## src/rtl/sort_pkg.sv

```systemverilog
// Shared types, direction encodings and the width/sign-aware compare
// used by the iterative odd-even transposition sorter.
package sort_pkg;

    typedef enum logic {
        ST_IDLE = 1'b0,
        ST_SORT = 1'b1
    } state_e;

    localparam logic DIR_ASC  = 1'b0;
    localparam logic DIR_DESC = 1'b1;

    // Operands arrive zero-extended; flipping bit w-1 maps two's complement onto unsigned order.
    function automatic logic gt(input logic [63:0] a, input logic [63:0] b,
                                input int unsigned w, input logic sgn);
        logic [63:0] flip;
        flip = 64'(sgn) << (w - 1);
        return (a ^ flip) > (b ^ flip);
    endfunction

endpackage

```

## src/rtl/sort_cmp_swap.sv

```systemverilog
// One compare-exchange cell for an adjacent pair; passes the pair through when disabled.
module sort_cmp_swap
    import sort_pkg::*;
#(
    parameter int unsigned W      = 2,
    parameter bit          SIGNED = 1'b0
) (
    input  logic [W-1:0] a,
    input  logic [W-1:0] b,
    input  logic         dir,
    input  logic         en,
    output logic [W-1:0] lo_slot,
    output logic [W-1:0] hi_slot,
    output logic         swapped
);

    logic out_of_order;

    // Strict compare keeps equal values in place.
    assign out_of_order = (dir == DIR_ASC) ? gt(64'(a), 64'(b), W, SIGNED)
                                           : gt(64'(b), 64'(a), W, SIGNED);

    assign swapped = en & out_of_order;
    assign lo_slot = swapped ? b : a;
    assign hi_slot = swapped ? a : b;

endmodule

```

## src/rtl/sort_iter_net.sv

```systemverilog
// Iterative N-element odd-even transposition sorter: one phase per clock,
// with direction select, signed compare and optional early exit.
module sort_iter_net
    import sort_pkg::*;
#(
    parameter int unsigned N          = 4,
    parameter int unsigned W          = 2,
    parameter bit          SIGNED     = 1'b0,
    parameter bit          EARLY_EXIT = 1'b0
) (
    input  logic                     clk,
    input  logic                     rst,
    input  logic                     start,
    input  logic                     dir,
    input  logic [N*W-1:0]           data_in,
    output logic                     busy,
    output logic                     done,
    output logic [N*W-1:0]           data_out,
    output logic [$clog2(N+1)-1:0]   phases
);

    localparam int unsigned PW = $clog2(N + 1);
    localparam int unsigned NP = N - 1;

    state_e          state_q, state_d;
    logic [N*W-1:0]  work_q, work_d;
    logic            dir_q, dir_d;
    logic [PW-1:0]   p_q, p_d;
    logic            prev_zero_q, prev_zero_d;
    logic            busy_q, busy_d;
    logic            done_q, done_d;
    logic [N*W-1:0]  data_out_q, data_out_d;
    logic [PW-1:0]   phases_q, phases_d;

    logic [NP-1:0]   en;
    logic [NP-1:0]   swp;
    logic [W-1:0]    lo [NP];
    logic [W-1:0]    hi [NP];
    logic [N*W-1:0]  phase_res;
    logic            any_swap;
    logic            last_phase;

    // Pair i starts at slot i; even pairs run in even phases, odd pairs in odd phases.
    for (genvar i = 0; i < NP; i++) begin : g_pair
        assign en[i] = (p_q[0] == 1'(i % 2));
        sort_cmp_swap #(.W(W), .SIGNED(SIGNED)) u_cs (
            .a       (work_q[i*W +: W]),
            .b       (work_q[(i+1)*W +: W]),
            .dir     (dir_q),
            .en      (en[i]),
            .lo_slot (lo[i]),
            .hi_slot (hi[i]),
            .swapped (swp[i])
        );
    end

    always_comb begin
        phase_res = work_q;
        for (int i = 0; i < int'(NP); i++) begin
            if (en[i]) begin
                phase_res[i*W +: W]     = lo[i];
                phase_res[(i+1)*W +: W] = hi[i];
            end
        end
    end

    assign any_swap   = |swp;
    assign last_phase = (p_q == PW'(NP)) ||
                        (EARLY_EXIT && (p_q != '0) && !any_swap && prev_zero_q);

    always_comb begin
        state_d     = state_q;
        work_d      = work_q;
        dir_d       = dir_q;
        p_d         = p_q;
        prev_zero_d = prev_zero_q;
        busy_d      = busy_q;
        done_d      = 1'b0;
        data_out_d  = data_out_q;
        phases_d    = phases_q;
        case (state_q)
            ST_IDLE: begin
                if (start) begin
                    work_d      = data_in;
                    dir_d       = dir;
                    p_d         = '0;
                    prev_zero_d = 1'b0;
                    busy_d      = 1'b1;
                    state_d     = ST_SORT;
                end
            end
            ST_SORT: begin
                work_d      = phase_res;
                p_d         = p_q + PW'(1);
                prev_zero_d = !any_swap;
                if (last_phase) begin
                    data_out_d = phase_res;
                    phases_d   = p_q + PW'(1);
                    done_d     = 1'b1;
                    busy_d     = 1'b0;
                    state_d    = ST_IDLE;
                end
            end
            default: state_d = ST_IDLE;
        endcase
    end

    always_ff @(posedge clk or posedge rst) begin
        if (rst) begin
            state_q     <= ST_IDLE;
            work_q      <= '0;
            dir_q       <= 1'b0;
            p_q         <= '0;
            prev_zero_q <= 1'b0;
            busy_q      <= 1'b0;
            done_q      <= 1'b0;
            data_out_q  <= '0;
            phases_q    <= '0;
        end else begin
            state_q     <= state_d;
            work_q      <= work_d;
            dir_q       <= dir_d;
            p_q         <= p_d;
            prev_zero_q <= prev_zero_d;
            busy_q      <= busy_d;
            done_q      <= done_d;
            data_out_q  <= data_out_d;
            phases_q    <= phases_d;
        end
    end

    assign busy     = busy_q;
    assign done     = done_q;
    assign data_out = data_out_q;
    assign phases   = phases_q;

endmodule

```

## config.mk

```make
export PLATFORM = sky130hd
export DESIGN_NAME = sort_iter_net
export DESIGN_NICKNAME = d
export VERILOG_FILES = /design/src/rtl/sort_pkg.sv /design/src/rtl/sort_cmp_swap.sv /design/src/rtl/sort_iter_net.sv
export SDC_FILE = /design/constraint.sdc
export NUM_CORES = 1
export LEC_CHECK = 0
export ABC_AREA = 0
export CORE_ASPECT_RATIO = 1.1
export CORE_MARGIN = 2
export CORE_UTILIZATION = 23
export CTS_BUF_LIST = sky130_fd_sc_hd__clkbuf_8
export DETAILED_ROUTE_END_ITERATION = 8
export GPL_TIMING_DRIVEN = 0
export RECOVER_POWER = 25
export SLEW_MARGIN = 25
export SYNTH_ARGS = -nofsm -noshare
export SYNTH_HDL_FRONTEND = slang
export SYNTH_SLANG_ARGS = --single-unit
```

## constraint.sdc

```tcl
create_clock -name clk -period 2.22 [get_ports clk]
set_clock_uncertainty 0.05 [all_clocks]
set_input_delay 0.222 -clock clk [delete_from_list [all_inputs] [get_ports clk]]
set_output_delay 0.222 -clock clk [all_outputs]
set_load 0.01 [all_outputs]
```

# Word-level counts from Yosys, hierarchy flattened
# Index checks and enable logic that the tools add are counted.
classes:
  n_addsub: 1
  reduce_logical: 3
  muxes: 24
  n_eq_ne: 3
  order_cmp: 6
  bitwise_logic: 5
op_table:
  columns: ["cell", "count"]
  rows:
  - ["8-bit one-hot mux with 2 select lines", 1]
  - ["2-bit greater-than comparator", 6]
  - ["2-bit 2-to-1 mux", 6]
  - ["4-bit 2-to-1 mux", 3]
  - ["1-bit 2-to-1 mux", 9]
  - ["8-bit 2-to-1 mux", 1]
  - ["3-bit one-hot mux with 2 select lines", 1]
  - ["2-bit AND reduction", 3]
  - ["1-bit one-hot mux with 2 select lines", 2]
  - ["3-bit by 1-bit adder with 3-bit output, second input constant", 1]
  - ["1-bit bitwise AND", 3]
  - ["3-bit by 2-bit equality test with 1-bit output, second input constant", 1]
  - ["3-bit 2-to-1 mux", 1]
  - ["2-bit by 1-bit inequality test with 1-bit output, second input constant", 1]
  - ["2-bit inequality test, second input constant", 1]
  - ["1-bit NOT", 2]
totals:
  input_bits: 12
  out_inout_bits: 13
  wordCells: 50
  reg_bits: 26

# Depth between registers and ports, before layout
depth:
  depth_word: 8
  depth_mapped: 7
  ltp_nobuf: 7

# Modules after synthesis
# A second synthesis with hierarchy kept.
hier_totals:
  hier_cells: 212
  hier_area_um2: 1974.4
by_module_without_submodules:
  columns: ["mod", "instances", "cells_each", "area_per_inst_um2", "seq_area_each_um2"]
  rows:
  - ["sort_iter_net", 1, 110, 1148.6, 650.6]
  - ["sort_cmp_swap", 3, 34, 275.3, 0.0]

# Worst setup path before layout
# OpenSTA, ideal clock, no wires.
synth_path:
  path_kind: "flip-flop to flip-flop"
  start: "register work_q[5]"
  end: "register work_q[4]"
  path_stages_with_launch: 8
  required_time_ps: 2097
  setup_slack_ps: 121
  setup_time_ps: 73
  arrival_time_ps: 1976
  path_buffers: 0
  period_less_slack_ps: 2099
  path_cell_list: "dfrtp_1 -> inv_1 -> ha_1 -> and2b_2 -> o21ai_1 -> mux4_2 -> a221o_1 -> a21oi_2"
synth_between:
  elab_chain_len: 7
  elab_cells_between_ends: 13
  cone_classes: "4 x order compare; 7 x mux; 2 x bitwise"
synth_lines:
  columns: ["item", "line", "source"]
  rows:
  - ["start: declaration", "sort_iter_net.sv:26", "logic [N*W-1:0] work_q, work_d;"]
  - ["start signal: assignment", "sort_iter_net.sv:121", "work_q <= work_d;"]
  - ["2-bit greater-than comparator", "sort_pkg.sv:18", "return (a ^ flip) > (b ^ flip);"]
  - ["1-bit 2-to-1 mux", "sort_cmp_swap.sv:20", "assign out_of_order = (dir == DIR_ASC) ? gt(64'(a), 64'(b), W, SIGNED)"]
  - ["1-bit bitwise AND", "sort_cmp_swap.sv:23", "assign swapped = en & out_of_order;"]
  - ["2-bit 2-to-1 mux", "sort_cmp_swap.sv:25", "assign hi_slot = swapped ? a : b;"]
  - ["4-bit 2-to-1 mux", "sort_iter_net.sv:60", "if (en[i]) begin"]
  - ["4-bit 2-to-1 mux *", "sort_iter_net.sv:60", null]
  - ["8-bit one-hot mux with 2 select lines *", "sort_iter_net.sv:81", "case (state_q)"]
# Every way passes the cells marked *; elsewhere a longest branch is shown, timed or not.
# A chain may end at the register's enable or synchronous reset.

# Worst setup path after layout
# Same ends and word-level chain as after synthesis.

==> metrics.csv <==
metric,value,unit
power_density,1740,mW/mm2
num_vias,1457,
ios,25,
synth_area_leaders,"dfrtp_1 (41%), ha_1 (6.4%), nand2_1 (6.2%)",
hold_class,reg2reg,
grt_first_pass_wirelength,6.66,mm
seqCellArea,654,um2
path_max_fanout,5,
detail_route.wl_per_cell,13.3,um
seq_power_share,24.7,%
track_usage,10.7,%
rsz0062_at_grt,true,
synth_top_area_share,41.4,%
cp.required,2.36,ns
drive_gt1_share,12.0,%
die_y,90.7,um
worst_slew_pin_slew,0.970,ns
num-fill-cells,701,
pwr-share-clk,7.0,%
port_buffers,24,
crit_path_start_kind,flop,
initial_core_util,23.8,%
clkLatencyLatePin,0.26,ns
worstSetupPathType,reg2reg,
ys_types,39,
status,"complete, but fails checks",
syn_avg_cell_area,9.03,um2
rr_worst_depth,7,
ys_seq_area_share,41.4,%
synth-main-ff-cell,dfrtp_1,
grt_overflow,0,
drt-initial-drc-count,105,
cp-startpoint,work_q[5]$_DFFE_PP0P_,
clock_sinks,26,
routed_wl,3.87,mm
postCtsHoldBufs,0,
async_reset_ff_share,100,%
drc,0,
drv_cap,0,
drt_first_pass_iters,4,
hold_viol_final,0,
fp.dieArea,0.00751,mm2
dp_hpwl,2.98,mm
finalPower,3.60,mW
r2r_slack,-0.02,ns
cts_tree,built,
ir_drop,0.612,mV
core_area,0.00659,mm2
setup_viol,2,
cts.clk_slew.worst_paths,0.08,ns
nets,231,
min_delay_path_depth,2,
fmax,0.447,GHz
netSwitchingFraction,43.6,%
grt_pass1_vias,1402,
diodes,0,
reg2reg_from,work_q[5]$_DFFE_PP0P_,
place_congestion,0.817,
p_leak,0.930,nW
synth_edf_count,0,
grt_max_degree,27,
combPwrFrac,68.3,%
violations,negative setup slack,
viasPerCell,5.01,
rows,31,
internal_power,2.03,mW
worstHoldStart,data_out[5]$_DFFE_PP0P_,
numCtsBuffers,3,
synth.cell_area,0.00157,mm2
areaGrowthSynthToFinish,31.5,%
clockBufferDepth,2,
yosysWarnings,0,
antenna_found_initial,0,
dpl_worst_slack,-0.182,ns
synth_nets,194,
ant_nets,0,
synth_area_leader_cell,dfrtp_1,
slew_headroom,35.2,%
cts_root_buf,clkbuf_8,
period_share,101,%
syn_inst,174,
min_period,2.24,ns
critPathCaptureType,flop,
multiInputGateArea,870,um2
fp.dieW,82.8,um
ys_ff_latch,26,
drv_slew,0,
arrival,2.38,ns
p_sw,1.57,mW
fin_ws,-0.0170,ns
htree_levels,1,
[cells in the mapped netlist (all sizes together) (3+ instances only)]
cell type	n
a211oi	3
a21oi	10
clkbuf	6
dfrtp	26
ha	8
inv	14
mux2i	5
nand2	26
nand3	3
nor2	7
nor2b	6
o211a	6
o211ai	7
o21ai	20
[layout by cell type (no fill, tap or decap), types with 2 or more instances in the layout]
| master | instances |
|---|---|
| nor2_1 | 7 |
| dfrtp_2 | 3 |
| clkdlybuf4s50_1 | 23 |
| inv_1 | 13 |
| nor3_1 | 2 |
| ha_1 | 7 |
| nand2b_1 | 2 |
| nand3_1 | 3 |
| clkbuf_8 | 3 |
| clkbuf_1 | 6 |
| o211ai_1 | 7 |
| o21ai_0 | 15 |
| a211oi_1 | 3 |
| dfrtp_1 | 23 |
| o21ai_1 | 4 |
| a21oi_1 | 9 |
| nor2b_1 | 4 |
| buf_4 | 8 |
| a221o_1 | 2 |
| mux2i_1 | 5 |
| nor2b_4 | 2 |
| a31oi_1 | 2 |
| o211a_1 | 6 |
| a22oi_1 | 2 |
| nand2_1 | 26 |
[kinds of logic after synthesis]
group | share of synthesized area (%)
adders and majority gates | 6.37
and+or+nand+nor | 15.4
buffers and inverters | 5.25
AOI/OAI and AO/OA | 26.3
muxes | 5.33
DFF | 41.4
[metrics by stage]
step / instance area [um2] / util (%) / setup TNS [ns] / hold slack, ns / cells
6_report: 2070 / 31.3 / -0.0327 / 0.430 / 291
5_1_grt: 2070 / 31.3 / -0.180 / 0.470 / 291
4_1_cts: 1990 / 30.2 / 0 / 0.440 / 286
3_5_place_dp: 1910 / 29.0 / -0.503 / 0.420 / 280
3_3_place_gp: 1910 / 29.0 / -0.265 / 0.414 / 280
2_1_floorplan: 1570 / - / 0 / 0.212 / 174
[layout make-up]
class	count	area share (%)
Timing Repair Buffer	32	15.1
Tap cell	82	4.96
Clock buffer	3	2.00
Inverter	14	2.72
Multi-Input combinational cell	127	42.1
Buffer	7	1.45
Sequential cell	26	31.7
[worst max-delay path, stage by stage, from the launching register on]
cell and delay, ns:
dfrtp_2 0.44, clkinvlp_4 0.16, ha_4 0.30, and2b_2 0.19, o21ai_2 0.08, mux4_2 0.46
a221o_1 0.37, a21oi_2 0.12
[final timing paths]
path | to
max reg2reg | work_q[4]$_DFFE_PP0P_
min in group asynchronous | phases[0]$_DFFE_PP0P_
max in group asynchronous | work_q[3]$_DFFE_PP0P_
min reg2reg | data_out[5]$_DFFE_PP0P_
min | data_out[5]$_DFFE_PP0P_
max | work_q[4]$_DFFE_PP0P_
[registers in the layout, indices dropped and copies added, names as in the netlist]
signal / count
data_out: 8
p_q: 3
busy: 1
dir_q: 1
work_q: 8
state_q: 1
done: 1
phases: 3
[power groups by stage]
stage	combinational, mW	sequential (mW)	clock (mW)
3_3_place_gp	2.15	0.906	0
3_5_place_dp	2.18	0.909	0
6_report	2.46	0.891	0.252
4_1_cts	2.27	0.889	0.260
2_1_floorplan	1.53	0.912	0
5_1_grt	2.76	0.924	0.285
[timing repair]
| action | CTS | global route |
|---|---|---|
| setup buffers | 3 | 5 |
| setup endpoints to repair | 9 | 10 |
| pin swaps | 0 | 4 |
| resized for setup | 3 | 7 |
[routing by layer]
layer / wire (um) / vias up / global-route usage, %
li1: - / 707 / -
met1: 1680 / 712 / 13.0
met2: 1990 / 28 / 19.0
met3: 81 / 10 / 1.10
met4: 106 / 0 / 4.37
met5: 0 / - / 0
(Power assumes the default switching activity.)
